`src/rtl/rpp_fallback_resolver_pkg.sv`:
```
// Shared types and widths for the fallback resolver: FSM states, response status codes,
// and the field widths used by the top and the best-candidate tracker.
package rpp_fallback_resolver_pkg;

  localparam int unsigned AddrW  = 32;
  localparam int unsigned ScoreW = 8;
  localparam int unsigned HopW   = 4;
  localparam int unsigned TmoW   = 8;

  typedef enum logic [1:0] {
    StIdle,
    StIssue,
    StWait,
    StDone
  } state_e;

  typedef enum logic [1:0] {
    RspPrimary   = 2'd0,
    RspFallback  = 2'd1,
    RspExhausted = 2'd2,
    RspFault     = 2'd3
  } status_e;

endpackage

```
`src/rtl/rpp_fallback_resolver_best_candidate.sv`:
```
// Tracks the highest-scoring failed candidate of a request. The next-state values are exported
// so the resolver can report the post-update best in the same cycle a chain is exhausted.
module rpp_fallback_resolver_best_candidate
  import rpp_fallback_resolver_pkg::*;
(
  input  logic              clk,
  input  logic              rst_n,
  input  logic              i_clear,
  input  logic [AddrW-1:0]  i_clear_address,
  input  logic              i_offer,
  input  logic [AddrW-1:0]  i_address,
  input  logic [ScoreW-1:0] i_score,
  output logic [AddrW-1:0]  o_next_address,
  output logic [ScoreW-1:0] o_next_score
);

  logic [AddrW-1:0]  r_best_address;
  logic [ScoreW-1:0] r_best_score;
  logic [AddrW-1:0]  w_address_d;
  logic [ScoreW-1:0] w_score_d;

  // Strictly greater: on a tie the earlier candidate is kept.
  always_comb begin
    w_address_d = r_best_address;
    w_score_d   = r_best_score;
    if (i_clear) begin
      w_address_d = i_clear_address;
      w_score_d   = '0;
    end else if (i_offer && (i_score > r_best_score)) begin
      w_address_d = i_address;
      w_score_d   = i_score;
    end
  end

  always_ff @(posedge clk or negedge rst_n) begin
    if (!rst_n) begin
      r_best_address <= '0;
      r_best_score   <= '0;
    end else begin
      r_best_address <= w_address_d;
      r_best_score   <= w_score_d;
    end
  end

  assign o_next_address = w_address_d;
  assign o_next_score   = w_score_d;

endmodule

```
`src/rtl/rpp_fallback_resolver.sv`:
```
// Sequencer around the canonical stage: issues the primary address, follows returned fallback
// addresses hop by hop, and reports one resolved address with status, hop count and score.
module rpp_fallback_resolver
  import rpp_fallback_resolver_pkg::*;
#(
  parameter int unsigned MAX_HOPS       = 4,
  parameter int unsigned TIMEOUT_CYCLES = 16
) (
  input  logic              clk,
  input  logic              rst_n,
  input  logic              req_valid,
  output logic              req_ready,
  input  logic [AddrW-1:0]  req_address,
  input  logic [AddrW-1:0]  req_target,
  input  logic [7:0]        req_fallback_vector,
  input  logic [ScoreW-1:0] req_threshold,
  output logic [AddrW-1:0]  cn_address_in,
  output logic [AddrW-1:0]  cn_address_cmp,
  output logic [7:0]        cn_fallback_vector,
  output logic [ScoreW-1:0] cn_coherence_threshold,
  output logic              cn_address_valid,
  input  logic              cn_ready,
  input  logic              cn_valid,
  input  logic              cn_is_null,
  input  logic [ScoreW-1:0] cn_coherence_score,
  input  logic              cn_coherence_pass,
  input  logic [AddrW-1:0]  cn_fallback_address,
  output logic              rsp_valid,
  input  logic              rsp_ready,
  output logic [AddrW-1:0]  rsp_address,
  output logic [1:0]        rsp_status,
  output logic [HopW-1:0]   rsp_hops,
  output logic [ScoreW-1:0] rsp_score
);

  localparam logic [TmoW-1:0] TmoLast = TmoW'(TIMEOUT_CYCLES - 1);
  localparam logic [HopW-1:0] HopMax  = HopW'(MAX_HOPS);

  state_e            r_state;
  logic [AddrW-1:0]  r_cand;
  logic [HopW-1:0]   r_hops;
  logic [TmoW-1:0]   r_tmo;
  logic              r_req_ready;
  logic [AddrW-1:0]  r_cn_address_in;
  logic [AddrW-1:0]  r_cn_address_cmp;
  logic [7:0]        r_cn_fallback_vector;
  logic [ScoreW-1:0] r_cn_threshold;
  logic              r_cn_address_valid;
  logic              r_rsp_valid;
  logic [AddrW-1:0]  r_rsp_address;
  status_e           r_rsp_status;
  logic [HopW-1:0]   r_rsp_hops;
  logic [ScoreW-1:0] r_rsp_score;

  logic              w_clear;
  logic              w_offer;
  logic              w_chain_end;
  logic [AddrW-1:0]  w_best_address;
  logic [ScoreW-1:0] w_best_score;

  assign w_clear     = (r_state == StIdle) && req_valid;
  assign w_offer     = (r_state == StWait) && cn_ready && cn_valid && !cn_is_null &&
                       !cn_coherence_pass;
  // A fallback pointing back at itself is a fixed point: following it cannot help.
  assign w_chain_end = (cn_fallback_address == r_cand) || (r_hops == HopMax);

  rpp_fallback_resolver_best_candidate u_best (
    .clk             (clk),
    .rst_n           (rst_n),
    .i_clear         (w_clear),
    .i_clear_address (req_address),
    .i_offer         (w_offer),
    .i_address       (r_cand),
    .i_score         (cn_coherence_score),
    .o_next_address  (w_best_address),
    .o_next_score    (w_best_score)
  );

  always_ff @(posedge clk or negedge rst_n) begin
    if (!rst_n) begin
      r_state              <= StIdle;
      r_cand               <= '0;
      r_hops               <= '0;
      r_tmo                <= '0;
      r_req_ready          <= 1'b1;
      r_cn_address_in      <= '0;
      r_cn_address_cmp     <= '0;
      r_cn_fallback_vector <= '0;
      r_cn_threshold       <= '0;
      r_cn_address_valid   <= 1'b0;
      r_rsp_valid          <= 1'b0;
      r_rsp_address        <= '0;
      r_rsp_status         <= RspPrimary;
      r_rsp_hops           <= '0;
      r_rsp_score          <= '0;
    end else begin
      unique case (r_state)
        StIdle: begin
          if (req_valid) begin
            r_cn_address_cmp     <= req_target;
            r_cn_fallback_vector <= req_fallback_vector;
            r_cn_threshold       <= req_threshold;
            r_cand               <= req_address;
            r_cn_address_in      <= req_address;
            r_cn_address_valid   <= 1'b1;
            r_hops               <= '0;
            r_tmo                <= '0;
            r_req_ready          <= 1'b0;
            r_state              <= StIssue;
          end
        end
        StIssue: begin
          r_cn_address_valid <= 1'b0;
          r_tmo              <= '0;
          r_state            <= StWait;
        end
        StWait: begin
          if (cn_ready) begin
            r_rsp_hops <= r_hops;
            if (!cn_valid || cn_is_null) begin
              r_rsp_address <= r_cand;
              r_rsp_score   <= '0;
              r_rsp_status  <= RspFault;
              r_rsp_valid   <= 1'b1;
              r_state       <= StDone;
            end else if (cn_coherence_pass) begin
              r_rsp_address <= r_cand;
              r_rsp_score   <= cn_coherence_score;
              r_rsp_status  <= (r_hops == '0) ? RspPrimary : RspFallback;
              r_rsp_valid   <= 1'b1;
              r_state       <= StDone;
            end else if (w_chain_end) begin
              r_rsp_address <= w_best_address;
              r_rsp_score   <= w_best_score;
              r_rsp_status  <= RspExhausted;
              r_rsp_valid   <= 1'b1;
              r_state       <= StDone;
            end else begin
              r_cand             <= cn_fallback_address;
              r_cn_address_in    <= cn_fallback_address;
              r_cn_address_valid <= 1'b1;
              r_hops             <= r_hops + 4'd1;
              r_state            <= StIssue;
            end
          end else if (r_tmo == TmoLast) begin
            r_rsp_hops    <= r_hops;
            r_rsp_address <= r_cand;
            r_rsp_score   <= '0;
            r_rsp_status  <= RspFault;
            r_rsp_valid   <= 1'b1;
            r_state       <= StDone;
          end else begin
            r_tmo <= r_tmo + 8'd1;
          end
        end
        StDone: begin
          if (rsp_ready) begin
            r_rsp_valid <= 1'b0;
            r_req_ready <= 1'b1;
            r_state     <= StIdle;
          end
        end
        default: r_state <= StIdle;
      endcase
    end
  end

  assign req_ready              = r_req_ready;
  assign cn_address_in          = r_cn_address_in;
  assign cn_address_cmp         = r_cn_address_cmp;
  assign cn_fallback_vector     = r_cn_fallback_vector;
  assign cn_coherence_threshold = r_cn_threshold;
  assign cn_address_valid       = r_cn_address_valid;
  assign rsp_valid              = r_rsp_valid;
  assign rsp_address            = r_rsp_address;
  assign rsp_status             = r_rsp_status;
  assign rsp_hops               = r_rsp_hops;
  assign rsp_score              = r_rsp_score;

endmodule

```
`config.mk`:
```
export PLATFORM = sky130hd
export DESIGN_NAME = rpp_fallback_resolver
export DESIGN_NICKNAME = d
export VERILOG_FILES = /design/src/rtl/rpp_fallback_resolver_pkg.sv /design/src/rtl/rpp_fallback_resolver_best_candidate.sv /design/src/rtl/rpp_fallback_resolver.sv
export SDC_FILE = /design/constraint.sdc
export NUM_CORES = 1
export LEC_CHECK = 0
export ABC_AREA = 1
export CAP_MARGIN = 5
export CORE_UTILIZATION = 30
export CTS_CLUSTER_DIAMETER = 50
export CTS_CLUSTER_SIZE = 12
export DETAILED_ROUTE_END_ITERATION = 8
export GPL_ROUTABILITY_DRIVEN = 0
export SYNTH_ARGS = -nofsm -noshare
export SYNTH_HDL_FRONTEND = slang
export SYNTH_SLANG_ARGS = --single-unit
```
`constraint.sdc`:
```
create_clock -name clk -period 2.2 [get_ports clk]
set_input_delay 0.22 -clock clk [delete_from_list [all_inputs] [get_ports clk]]
set_output_delay 0.22 -clock clk [all_outputs]
set_load 0.01 [all_outputs]
```
Yosys cells after proc, flatten, opt, wreduce, memory -nomap -nowiden
Cells that the tools add are included.
{ "classes": {"addsub": 2, "n_mul": 0, "div_mod_pow": 0, "order_cmp": 1, "eq_ne": 17, "shift": 0, "mux": 61, "bitwise": 0, "reduce_logical": 27} }
{ "op_table": {"columns": ["cell", "n"], "rows": [
  ["32-bit two-way mux", 12],
  ["8-bit two-way mux", 10],
  ["32-bit case mux with 2 select lines", 1],
  ["32-bit equality test", 1],
  ["4-bit two-way mux", 7],
  ["8-bit case mux with 3 select lines", 1],
  ["2-bit two-way mux", 11],
  ["2-bit inequality test, second input constant", 8],
  ["1-bit two-way mux", 14],
  ["6-bit AND reduction", 2],
  ["3-bit AND reduction", 3],
  ["8-bit by 1-bit adder with 8-bit output, second input constant", 1],
  ["8-bit by 4-bit equality test with 1-bit output, second input constant", 1],
  ["8-bit greater-than comparator", 1],
  ["2-bit case mux with 4 select lines", 1],
  ["4-bit case mux with 2 select lines", 1],
  ["4-bit AND reduction", 2],
  ["2-bit nonzero test", 4],
  ["1-bit logical AND", 6],
  ["5-bit by 4-bit inequality test with 1-bit output, second input constant", 1],
  ["4-bit by 1-bit adder with 4-bit output, second input constant", 1],
  ["2-bit equality test, second input constant", 2],
  ["4-bit by 3-bit equality test with 1-bit output, second input constant", 1],
  ["4-bit logical NOT", 1],
  ["10 further kinds", 15]
]} }
{ "totals": {"ff_bits": 183, "latchBits": 0, "mem_bits_rw": 0, "romBits": 0, "input_bits": 128, "out_inout_bits": 129, "word_cells": 124, "mem_count": 0} }

Depth between registers and ports, before layout
Gate-level depths: netlist (run 1).
{ "depth": {"depth_word": 12, "depth_mapped": 16, "depth_no_buf": 15} }

Modules after synthesis
A second synthesis (run 1) with hierarchy kept.
{ "unflattened": {"cells_unflattened": 1331, "hier_area_um2": 9748.1} }
{ "by_module_without_submodules": {"columns": ["mod", "instances", "cells_each", "area_per_inst_um2", "seq_area_each_um2"], "rows": [
  ["rpp_fallback_resolver", 1, 986, 7335.8, 3579.7],
  ["rpp_fallback_resolver_best_candidate", 1, 345, 2412.3, 1001.0]
]} }

Worst setup path after synthesis (run 1)
No wires, ideal clock.
{ "synth_timing": {"kind": "reg2reg", "start": "register u_best.r_best_score[3]", "end": "register r_rsp_address[10], in the netlist rsp_address[10]", "setup_time_ns": 0.121, "arrival_ns": 1.618, "required_time_ns": 2.079, "setup_slack_ns": 0.460, "path_stages_with_launch": 15, "path_buffers": 1, "period_less_slack_ns": 1.740, "cell_sequence": "dfrtp_1 > inv_1 > ha_1 > nand2_1 > inv_1 > nand2_1 > nand2_1 > nand2_1 > nand2_1 > clkbuf_1 > nand3_1 > nand3_1 > nand2_1 > nor2_1 > o21ai_1"} }
{ "synth_between": {"elab_chain_cells": 8} }
{ "synth_rtl": {"columns": ["element", "line", "text"], "rows": [
  ["start: declaration", "rpp_fallback_resolver_best_candidate.sv:18", "logic [ScoreW-1:0] r_best_score;"],
  ["start signal: assignment", "rpp_fallback_resolver_best_candidate.sv:41", "r_best_score <= w_score_d;"],
  ["8-bit greater-than comparator", "rpp_fallback_resolver_best_candidate.sv:29", "end else if (i_offer && (i_score > r_best_score)) begin"],
  ["1-bit logical AND", "rpp_fallback_resolver_best_candidate.sv:29", null],
  ["32-bit two-way mux", "rpp_fallback_resolver_best_candidate.sv:29", null],
  ["32-bit two-way mux", "rpp_fallback_resolver_best_candidate.sv:26", "if (i_clear) begin"],
  ["net u_best.o_next_address[10]", "rpp_fallback_resolver_best_candidate.sv:13", "output logic [AddrW-1:0] o_next_address,"],
  ["32-bit two-way mux", "rpp_fallback_resolver.sv:132", "end else if (w_chain_end) begin"],
  ["32-bit two-way mux", "rpp_fallback_resolver.sv:126", "end else if (cn_coherence_pass) begin"],
  ["32-bit two-way mux", "rpp_fallback_resolver.sv:120", "if (!cn_valid || cn_is_null) begin"],
  ["32-bit two-way mux", "rpp_fallback_resolver.sv:118", "if (cn_ready) begin"],
  ["end signal: assignment", "rpp_fallback_resolver.sv:121", "r_rsp_address <= r_cand;"],
  ["end signal: assignment", "rpp_fallback_resolver.sv:127", "r_rsp_address <= r_cand;"],
  ["end signal: assignment", "rpp_fallback_resolver.sv:133", "r_rsp_address <= w_best_address;"],
  ["end: declaration", "rpp_fallback_resolver.sv:50", "logic [AddrW-1:0] r_rsp_address;"]
]} }
The timed path passes the listed nets, and every way through them passes these cells. The select of a mux whose other input is x is not followed.
A chain may end at the register's enable or synchronous reset.

Final worst setup path (run 1)
{ "layout_timing": {"start": "register u_best.r_best_score[3]", "end": "register r_rsp_address[15], in the netlist rsp_address[15]"} }
Same word-level chain as after synthesis.

==> flow_summary.json, run 1 <==
{
  "required_ns": 2.52,
  "ys_types": 27,
  "htree_levels": 4,
  "clock_latency_ns": 0.44,
  "start_util_pct": 30.6,
  "mostFrequentLayoutCells": "560 x nand2_1, 255 x clkdlybuf4s50_1, 182 x dfrtp_1, 144 x nand3_1, 101 x inv_1",
  "core_um2": 30700,
  "die_w_um": 179,
  "place_hpwl_mm": 21.7,
  "fin_skew_ns": 0.0182,
  "worstSetupEndpointType": "flop",
  "yosysSeqAreaShare_pct": 48.8,
  "maxSlewViolCount": 0,
  "slew_headroom_pct": 68.1,
  "grt_pass1_vias": 8840,
  "syn_area_per_cell_um2": 7.27,
  "rsz0062_at_grt": "no",
  "grt.total_usage_pct": 19.8,
  "critPathMaxFanout": 39,
  "critical_path_class": "reg2reg",
  "final_core_util_pct": 43.6,
  "yosys_warnings": 0,
  "syn_inst": 1291,
  "hold_class": "in2reg",
  "slowest_stage": "dfrtp_1",
  "cts-buffers-inserted": 17,
  "drv_cap": 0,
  "power.density_nw_per_um2": 1280,
  "first_iter_violations": 791,
  "cpPeakStageDelay_ns": 0.37,
  "setup-tns-final_ns": 0,
  "grt_max_degree": 81,
  "status": "complete, no violations",
  "antenna_left": 0,
  "fin_crit_sh_pct": 91.9,
  "gr-total-overflow": 0,
  "dieArea_um2": 32000,
  "grt_pass1_wl_mm": 48.5,
  "cts_buffer_depth": 2,
  "crit_chain": "inv_1 -> ha_1 -> nand2_1 -> nor2_1 -> and2_1 -> nor2_4 -> buf_12 -> nand3_1 -> nand3_1 -> nand2_1 -> nor2_1 -> o21ai_1",
  "clockRootBuffer": "clkbuf_16",
  "synth_area_leader_cell": "dfrtp_1",
  "hold_violations": 0,
  "firstDrtPassIters": 5,
  "max_freq_mhz": 494,
  "io_pins": 257,
  "ys_seq_elements": 183,
  "cts_tree": "built",
  "power.leakage_nw": 6.72,
  "vias": 9325,
  "critPathLaunchType": "flop",
  "clk_pin_slew_worst_paths_ns": 0.08,
  "drive_gt1_share_pct": 7.70,
  "syn_area_um2": 9380,
  "route.detailed.drc": 0,
  "vias_per_cell": 4.74,
  "fin_nets": 1697,
  "synth_top_area_share_pct": 48.5,
  "mostFrequentLayoutCell": "nand2_1",
  "worst_slew_pin_slew_ns": 0.478,
  "rows": 64,
  "post_cts_buffers": 0,
  "crit_arrival_ns": 2.34,
  "final-setup-viol-count": 0,
  "area_growth_pct": 42.4,
  "period_minus_slack_ns": 2.02,
  "antenna_found_initial": 1,
  "drt_wl_total_mm": 31.1,
  "peakVddDrop_mv": 0.536,
  "chipHeight_um": 179,
  "synth.area.top_cells": "dfrtp_1 49%, nand2_1 23%, nand3_1 7.7%",
  "synthesis.nets": 1430,
  "wl_per_cell_um": 15.8,
  "cts_sinks": 183,
  "portBuffers": 256
}
[cells by family (layout without fill, tap and decap cells)]
kind of cell	Yosys count	in the layout	share of synthesized area [%]
compound gates	79	79	4.35
xor+xnor	22	22	2.05
fa+ha+maj	11	11	1.47
buf+inv	184	464	7.64
flops	183	183	48.8
other cells	0	1	0
simple gates	812	812	35.7
[registers in the layout, summed over array words and instances, names as in the netlist, 2 cells and up]
register,count
rsp_address,32
u_best.r_best_address,32
r_state,2
rsp_score,8
cn_address_cmp,32
rsp_status,2
cn_fallback_vector,8
rsp_hops,4
r_hops,4
cn_address_in,32
u_best.r_best_score,8
r_tmo,8
cn_coherence_threshold,8
[path summary, 6_finish.rpt]
check,slack (ns),depth (start not counted),end,start
min,0.31,3,cn_address_cmp[1],req_target[1]
max reg2reg,0.18,12,rsp_address[15],u_best.r_best_score[3]
min in group asynchronous,0.32,2,rsp_score[5],rst_n
min reg2reg,0.47,2,cn_coherence_threshold[2],cn_coherence_threshold[2]
max,0.18,12,rsp_address[15],u_best.r_best_score[3]
max in group asynchronous,1.13,3,cn_address_cmp[25],rst_n
[area by class of cell]
class | instances | area [µm²]
clock buffer | 18 | 429
timing repair buffer | 313 | 3150
sequential | 183 | 4580
tap | 396 | 495
clock inverter | 14 | 159
inverter | 119 | 448
multi-input combinational | 924 | 4100
antenna | 1 | 2.50
fill | 3046 | 17300
[power breakdown]
part,switching [mW],internal [mW],total [mW]
Sequential,0.993,4.83,5.82
Clock,1.56,1.53,3.09
Combinational,4.38,3.82,8.20
Total,6.93,10.2,17.1
[worst max-delay path: cells and delay by family (launching register included)]
| family | cells | cell delay, ns |
|---|---|---|
| AO/OA/AOI/OAI | 1 | 0.08 |
| adder cells (fa/ha/maj) | 1 | 0.24 |
| buffers and inverters | 2 | 0.32 |
| flip-flops | 1 | 0.37 |
| AND/OR/NAND/NOR | 8 | 0.90 |
[metrics by stage]
step                hold WS, ns  area (µm²)  std cells  setup WS [ns]  total power, mW
floorplan               -0.0756        9380       1291          0.460             9.83
global placement          0.226       12800       1934         -0.136             14.0
detailed placement        0.229       12800       1934         -0.168             14.1
CTS                       0.298       13400       1967         0.0847             17.3
global route              0.307       13400       1967         0.0304             18.5
finish                    0.308       13400       1968          0.177             17.1
[cells in the mapped netlist]
| library cell | n |
|---|---|
| nor2_4 | 5 |
| nor2_1 | 65 |
| xor2_1 | 2 |
| buf_1 | 7 |
| dfstp_2 | 1 |
| buf_2 | 21 |
| inv_1 | 102 |
| inv_2 | 17 |
| nor3_1 | 5 |
| nand3_1 | 144 |
| o21ai_1 | 48 |
| nand4_1 | 15 |
| and3_1 | 8 |
| nand3_2 | 1 |
| a21o_1 | 1 |
| a21oi_1 | 11 |
| nand2_2 | 2 |
| nand2_1 | 564 |
| ha_1 | 11 |
| o21ai_0 | 15 |
| and2_1 | 1 |
| clkbuf_1 | 37 |
| o31ai_1 | 3 |
| dfrtp_1 | 182 |
| or2_2 | 2 |
| o21a_1 | 1 |
| xnor2_1 | 20 |
[repair_timing]
item,in CTS,in global routing
setup endpoints to repair,0,26
endpoints found under the hold margin,49,0
hold buffers,1,0
resized for setup,0,1
[layer usage]
metal	global-route usage, %	vias to the layer above	wire, µm	share of wire (%)
li1	-	4551	-	-
met1	26.4	4420	13700	44
met2	32.1	319	14700	47
met3	4.18	33	2070	6.7
met4	5.61	2	561	1.8
met5	0	-	8	0.026
No activity file was read; power rests on OpenSTA's default activity.
==> run 2: changes to the inputs <==
==> constraint.sdc (replaced) <==
create_clock -name clk -period 2.1 [get_ports clk]
set_input_delay 0.21 -clock clk [delete_from_list [all_inputs] [get_ports clk]]
set_output_delay 0.21 -clock clk [all_outputs]
set_load 0.01 [all_outputs]
==> run 2 against run 1 <==
Combinational power increased by 8.4%. Wire length up 4.6%. Non-clock buffer count grew 7. Clock-buffer cell count did not move. Sequential power grew 5.2%. Utilization rose by 0.84 points. Setup slack worse by 0.038 ns. First-iteration DRC count shrank 14%. Critical endpoint is now rsp_address[19]. Largest power group unchanged. Highest routed layer unchanged.
==> flow_summary.json, run 2 (same netlist as run 1, synthesis figures left out) <==
{
  "status": "complete, no violations",
  "cp_num_buf_inv": 1,
  "fillCellCount": 3028,
  "cts_buffer_depth": 2,
  "slowest_stage": "dfrtp_1",
  "hold_class": "in2reg",
  "core_um2": 30700,
  "chipHeight_um": 179,
  "cts_tree": "built",
  "vias_per_cell": 4.79,
  "clk_pin_slew_worst_paths_ns": 0.09,
  "timing.rr.end": "rsp_address[19]",
  "io_pins": 257,
  "rows": 64,
  "place_hpwl_mm": 21.6,
  "rr_startpoint": "u_best.r_best_score[0]",
  "timing.hold.ws_ns": 0.303,
  "cpPeakStageDelay_ns": 0.39,
  "min_from": "req_fallback_vector[3]",
  "clockRootBuffer": "clkbuf_16",
  "crit_arrival_ns": 2.32,
  "area_growth_pct": 45.1,
  "grt_pass1_vias": 8835,
  "crit_top_cell": "nand2_1",
  "final-setup-viol-count": 0,
  "holdPathStages": 3,
  "power.leakage_nw": 6.83,
  "wl_per_cell_um": 16.5,
  "fin_skew_ns": 0.0208,
  "dieArea_um2": 32000,
  "htree_levels": 4,
  "hold-path-endpoint": "cn_fallback_vector[3]",
  "crit_cells": 12,
  "drive_gt1_share_pct": 9.19,
  "clock_latency_ns": 0.44,
  "gr-total-overflow": 0,
  "power.density_nw_per_um2": 1350,
  "rsz0062_at_grt": "yes",
  "drv_cap": 0,
  "firstDrtPassIters": 8,
  "die_w_um": 179,
  "insertedDiodeCount": 0,
  "period_minus_slack_ns": 1.96,
  "maxSlewViolCount": 0,
  "grt_max_degree": 84,
  "mostFrequentLayoutCell": "nand2_1",
  "antenna_found_initial": 2,
  "slew_headroom_pct": 59.1,
  "worst_slew_pin_slew_ns": 0.613,
  "worstSetupEndpointType": "flop",
  "critPathLaunchType": "flop",
  "portBuffers": 256,
  "grt.total_usage_pct": 19.5,
  "drt_wl_total_mm": 32.5,
  "cts-buffers-inserted": 17,
  "r2r_cells": 12,
  "peakVddDrop_mv": 0.576,
  "vias": 9465,
  "fin_nets": 1704,
  "first_iter_violations": 678,
  "max_freq_mhz": 510,
  "mostFrequentLayoutCells": "557 x nand2_1, 255 x clkdlybuf4s50_1, 181 x dfrtp_1, 143 x nand3_1, 95 x inv_1",
  "antenna_left": 0,
  "grt_pass1_wl_mm": 48.2,
  "required_ns": 2.45,
  "critPathMaxFanout": 8,
  "critical_path_class": "reg2reg",
  "stdcell_area_um2": 13600,
  "place_area_um2": 12700,
  "cts_sinks": 183,
  "route.detailed.drc": 0,
  "ff2ff_setup_slack_ns": 0.14,
  "crit_chain": "ha_1 -> nand2_1 -> nor2_1 -> and2_4 -> nor2_4 -> nand2_4 -> buf_12 -> nand2_1 -> nand3_1 -> nand2_1 -> nor2_1 -> o21ai_1",
  "start_util_pct": 30.6,
  "startpoint": "u_best.r_best_score[0]",
  "critPathTopFamily": "simple AND/OR/NAND/NOR gates",
  "hold_violations": 0,
  "fin_crit_sh_pct": 93.4
}
==> run 2: changes by cell type in the layout (fill, tap and decap cells not counted), sizes merged <==
cell,previous run,this run
inv,125,127
clkinv,8,5
bufinv,0,1
diode,1,0
clkbuf,19,25
buf,56,57
==> run 2: worst register-to-register path: stages (launching register included) <==
cell and delay [ns]:
dfrtp_1 0.39, ha_1 0.28, nand2_1 0.07, nor2_1 0.04, and2_4 0.15, nor2_4 0.19
nand2_4 0.15, buf_12 0.18, nand2_1 0.07, nand3_1 0.06, nand2_1 0.11, nor2_1 0.05
o21ai_1 0.14
==> run 2: worst max-delay path by stage <==
stage,endpoint,slack [ns]
4_1_cts,rsp_score[6],0.004
3_5_place_dp,rsp_address[11],-0.28
3_3_place_gp,rsp_address[25],-0.24
5_1_grt,rsp_address[31],-0.008
2_1_floorplan,rsp_address[10],0.36
6_report,rsp_address[19],0.14
==> run 2: area by class of cell <==
class	instances	area (µm²)	share of cell area (%)
sequential	183	4580	33.6
timing repair buffer	320	3300	24.2
inverter	119	448	3.29
clock buffer	18	429	3.15
clock inverter	14	179	1.31
tap	396	495	3.64
multi-input combinational	924	4190	30.7
==> run 2: power breakdown <==
part	leakage (nW)	switching (mW)	internal, mW	total (mW)
Sequential	2.30	1.06	5.06	6.12
Combinational	4.23	4.74	4.15	8.89
Clock	0.298	1.61	1.73	3.34
Total	6.83	7.41	10.9	18.3
==> run 2: through the flow <==
| step | util (%) | std cells | power (mW) | setup WS [ns] | setup TNS [ns] |
|---|---|---|---|---|---|
| 2_1_floorplan | - | 1291 | 10.3 | 0.360 | 0 |
| 3_3_place_gp | 41.4 | 1931 | 14.6 | -0.239 | -17.83 |
| 3_5_place_dp | 41.4 | 1931 | 14.7 | -0.279 | -18.58 |
| 4_1_cts | 43.5 | 1964 | 18.2 | 0.00397 | 0 |
| 5_1_grt | 44.4 | 1974 | 19.7 | -0.00831 | -0.00981 |
| 6_report | 44.4 | 1974 | 18.3 | 0.139 | 0 |
==> run 2: timing repair <==
item,in CTS,in global routing
hold buffers,1,0
gates resized for setup,0,26
setup buffers,0,3
setup endpoints to repair,0,114
endpoints found under the hold margin,62,0
==> run 2: routing by layer <==
metal	track usage, %	up-vias	part of all wire (%)
met5	0	-	0.071
met4	5.51	4	1.7
met3	3.97	37	7.3
met2	31.8	348	47
met1	26.1	4488	44
li1	-	4588	-
==> RTL change 1, RTL diff (config.mk and constraints of run 2) <==
The package constant `TmoW` goes from 8 to 9.
--- a/src/rtl/rpp_fallback_resolver_pkg.sv
+++ b/src/rtl/rpp_fallback_resolver_pkg.sv
@@ -6,5 +6,5 @@
   localparam int unsigned ScoreW = 8;
   localparam int unsigned HopW   = 4;
-  localparam int unsigned TmoW   = 8;
+  localparam int unsigned TmoW   = 9;
 
   typedef enum logic [1:0] {
Formal check against the unedited RTL: no difference found for any inputs over 4 cycles, from zero or initial values and one cycle with rst_n low; that may be too few to reach the edited logic, so the function may still have changed.
==> RTL change 1 against run 2 <==
- area after synthesis is 5.1% higher
- sequential cell count up 1
- die area grew 5.1%
- first-iteration DRC count increased by 2.5%
- total power rose by 5.9%
- highest routed layer is now met4
- largest cell class unchanged
- final area rose by 4.1%
- routed wire length grew 1.5%
- setup slack got worse by 32 ps
- clock skew fell by 12 ps
- count of clock-buffer cells in the layout grew 2
- sequential power is essentially flat
- final cell count is 2.6% higher
- non-clock buffer count grew 4
==> RTL change 1: results (changes against run 2) <==
[yosys]
synth_area_leaders=dfrtp_1, nand2_1, nand3_1  ; unchanged
ys_warn_count=0  ; unchanged
seq_area_frac_synth_pct=46.68  ; was 48.81%
ys.flop_type=dfrtp_1  ; unchanged
syn_nets=1432  ; was 1,430
ys_types=36  ; was 27
synthArstFlopShare_pct=100.0  ; unchanged
avgSynthCellArea_sq_um=7.630  ; was 7.269 sq um
synth_commonest_cells=nand2_1, dfrtp_1, nand3_1, inv_1, nand2_2  ; was nand2_1, dfrtp_1, nand3_1, inv_1, nor2_1

[power]
swShare_pct=39.86  ; was 40.40%
p_leak_nw=7.017  ; was 6.830 nW
ir_drop_v=0.0007427  ; was 0.0005756 V

[clock_tree]
cts_buffers=17  ; unchanged
clk_path_buf_depth=2  ; unchanged
path_clk_slew_ps=70  ; was 90 ps
post-cts-setup-buffers=0  ; unchanged
cts.htree.levels=4  ; unchanged
clockRootBuffer=clkbuf_16  ; unchanged
clock_latency_ps=440  ; about the same

[grt]
grt_first_pass_wirelength_um=50650  ; was 48,170 um
track_usage_pct=19.60  ; was 19.52%
grt_max_degree=61  ; was 84
grt_pass1_vias=9108  ; was 8,835
antenna_found_initial=2  ; unchanged

[route]
vias=9444  ; was 9,465
drtPass1Iterations=7  ; was 8
routed_via_density=4.661  ; was 4.795
drt-initial-drc-count=695  ; was 678
routed_wl_um=32980  ; was 32,480 um

[placed_design]
placed_cell_area_sq_um=13360  ; was 12,710 sq um
dpl.hpwl_um=23040  ; was 21,560 um
placedCellCount=1989  ; was 1,931
portBuffers=256  ; unchanged
place_ws_ps=-223.2  ; was -279.3 ps

[cells_and_area]
post_route_cells_drive_above_1_share_pct=14.92  ; was 9.189%
nets=1709  ; was 1,704

[critical_path]
crit_path_max_fanout=9  ; was 8
cp.arrival_ps=2320  ; about the same

[hold_path]
hp-class=input port to flop  ; unchanged

[timing]
relSlewSlack_pct=63.98  ; was 59.13%
finClkSkew_ps=9.168  ; was 20.82 ps

[run_status]
status=complete, no violations  ; unchanged

==> RTL change 1: changes by cell type after synthesis, moves of 8 or more <==
cell	before	now
buf_2	21	29
buf_4	0	9
clkbuf_1	37	19
nand2_1	564	497
nand2_2	2	65
nand3_1	144	113
nand3_2	1	32
o21ai_1	48	38
==> RTL change 1: timing repair <==
action                                 CTS  global route
hold buffers                             1             0
setup endpoints to repair                0            79
endpoints found under the hold margin   54             0
gates resized for setup                  0            21
==> RTL change 1: metrics by stage <==
stage	utilization [%]	TNS, ps
3_3_place_gp	41.18	-13860
2_1_floorplan	-	0
4_1_cts	43.17	0
6_report	43.68	0
3_5_place_dp	41.18	-15370
5_1_grt	43.68	-168.9
==> RTL change 1: critical path, stage by stage, from the launching register on <==
cell	delay, ps
dfrtp_1	370
inv_2	70
ha_1	240
nand2_1	110
nor2_1	60
and2_2	210
nor2_8	180
buf_4	220
nand3_1	120
nand3_2	100
nand2_2	50
nor2_1	80
o21ai_1	70
==> RTL change 1: kinds of logic after synthesis <==
kind of cell    count (synthesis)  synth area share (%)
simple gates                  807                 37.32
buf+inv                       185                 8.053
flops                         184                 46.68
compound gates                 83                 4.502
xor+xnor                       23                 2.042
fa+ha+maj                      11                 1.395
==> RTL change 1: final timing paths <==
kind	slack [ps]	depth (start not counted)	endpoint	startpoint
min in group asynchronous	310	2	rsp_score[4]	rst_n
worst min register to register	470	2	cn_address_cmp[12]	cn_address_cmp[12]
worst max register to register	110	12	rsp_address[24]	u_best.r_best_score[7]
worst max-delay path	110	12	rsp_address[24]	u_best.r_best_score[7]
worst min-delay path	300	3	cn_address_cmp[22]	req_target[22]
max in group asynchronous	1090	3	cn_coherence_threshold[5]	rst_n
==> RTL change 1: power by group through the flow <==
stage               Sequential [mW]  Combinational [mW]  Clock (mW)
floorplan                      6.46                4.53           0
global placement               6.13                9.42           0
detailed placement             6.15                9.59           0
CTS                            6.11                9.63        3.64
global route                   6.30                10.7        3.79
finish                         6.11                9.76        3.55
==> RTL change 1: final cells by class <==
cell class,count,area (sq um)
diodes,2,5.005
clock buffers,20,466.7
clock inverters,11,170.2
inverters,119,449.2
fillers,3211,18280
repair buffers,324,3388
multi-input cells,924,4537
flip-flops and latches,184,4606
well taps,442,553.0
==> RTL change 1: metal layers <==
| metal | track usage [%] | wire length (um) | vias up | share of wire (%) |
|---|---|---|---|---|
| li1 | - | - | 4589 | - |
| met1 | 25.86 | 14570 | 4534 | 44 |
| met2 | 31.70 | 15740 | 272 | 48 |
| met3 | 3.415 | 1784 | 49 | 5.4 |
| met4 | 8.067 | 881 | 0 | 2.7 |
| met5 | 0 | 0 | - | 0 |
==> RTL change 2, RTL diff (config.mk and constraints of run 2) <==
Without the edit above. `r_best_address` no longer has a reset.
--- a/src/rtl/rpp_fallback_resolver_best_candidate.sv
+++ b/src/rtl/rpp_fallback_resolver_best_candidate.sv
@@ -35,10 +35,12 @@
   always_ff @(posedge clk or negedge rst_n) begin
     if (!rst_n) begin
-      r_best_address <= '0;
       r_best_score   <= '0;
     end else begin
-      r_best_address <= w_address_d;
       r_best_score   <= w_score_d;
     end
+  end
+
+  always_ff @(posedge clk) begin
+    r_best_address <= w_address_d;
   end
 
Behaviour: no difference found for any inputs over 4 cycles, from zero or initial values and one cycle with rst_n low; that may be too few to reach the edited logic, so the function may still have changed.
==> RTL change 2 against run 2 <==
- setup slack lost 18 ps
- combinational power shrank 3.4%
- sequential power is essentially flat
- area after synthesis shrank 1.7%
- synthesized cell count is the same
- routed wire length shrank 2.9%
- total power shrank 0.86%
- final area shrank 1.5%
- non-clock buffer count shrank 4
- sequential cell count is the same
- via count shrank 3.0%
- critical path depth grew 2
- critical endpoint is now rsp_address[15]
- largest power group unchanged
==> RTL change 2: results (changes against run 2) <==
[run_status]
status=complete, no violations  ; unchanged

[grt]
use_met3_pct=3.599  ; was 3.965%
grt_pass1_vias=8850  ; was 8,835
gr-usage-met2_pct=33.04  ; was 31.77%
antenna_found_initial=0  ; was 2
track_usage_pct=19.79  ; was 19.52%

[yosys]
synthXorXnorAreaFrac_pct=2.089  ; was 2.053%
seq_area_frac_synth_pct=47.92  ; was 48.81%
synth_area_leaders=dfrtp_1, nand2_1, nand3_1  ; unchanged
synth_commonest_cells=nand2_1, dfrtp_1, nand3_1, inv_1, nor2_1  ; unchanged
synth_compound_area_share_pct=4.422  ; was 4.347%
synth_adder_area_share_pct=1.492  ; was 1.467%
synthArstFlopShare_pct=82.51  ; was 100.0%

[route]
drtPass1Iterations=5  ; was 8
route.top_layer_used=met4  ; was met5
drt-initial-drc-count=708  ; was 678
post_drt_wl_per_cell_um=16.07  ; was 16.45 um
met3_length_um=1971  ; was 2376 um
wl_met1_um=13910  ; was 14,290 um
wl_met2_um=14940  ; was 15,240 um

[power]
ir_drop_v=0.0005723  ; was 0.0005756 V
p_leak_nw=6.686  ; was 6.830 nW

[critical_path]
cp.depth=14  ; was 12
rr_endpoint=rsp_address[15]  ; was rsp_address[19]
crit_path_max_fanout=11  ; was 8
reg2reg_slack_ps=120  ; was 140 ps

[timing]
worstMarginPinSlew_ps=552.6  ; was 613.1 ps

[cells_and_area]
multi_input_area_share_pct=30.88  ; was 30.75%
clkbuf_count=20  ; was 18
clkCellAreaFrac_pct=4.691  ; was 4.464%
seq_cells=183  ; unchanged
bufAreaShareNonClock_pct=24.50  ; was 24.22%
finalInstanceArea_sq_um=13420  ; was 13,620 sq um
post_route_cells_drive_above_1_share_pct=8.132  ; was 9.189%

[placed_design]
placedCellCount=1924  ; was 1,931
dpl.hpwl_um=21400  ; was 21,560 um

## RTL change 2: report_power, final
| group | switching, mW | internal, mW | total [mW] |
|---|---|---|---|
| combinational | 4.63 | 3.96 | 8.59 |
| clock | 1.47 | 2.03 | 3.50 |
| sequential | 1.03 | 5.07 | 6.10 |
| total | 7.13 | 11.1 | 18.2 |
## RTL change 2: worst min-delay path by stage
| stage | to | slack, ps | cells past startpoint |
|---|---|---|---|
| finish | cn_address_cmp[15] | 250 | 2 |
| floorplan | cn_address_cmp[0] | -90 | 0 |
| CTS | cn_address_cmp[15] | 250 | 2 |
| global placement | cn_address_cmp[10] | 160 | 1 |
| global route | cn_address_cmp[15] | 280 | 2 |
| detailed placement | cn_address_cmp[15] | 150 | 1 |
## RTL change 2: repair_timing
| action | 4_1_cts | 5_1_grt |
|---|---|---|
| resized for setup | 0 | 11 |
| setup buffers | 0 | 2 |
| hold endpoints to repair | 34 | 0 |
| hold buffers | 1 | 0 |
| endpoints found under the setup margin | 0 | 74 |
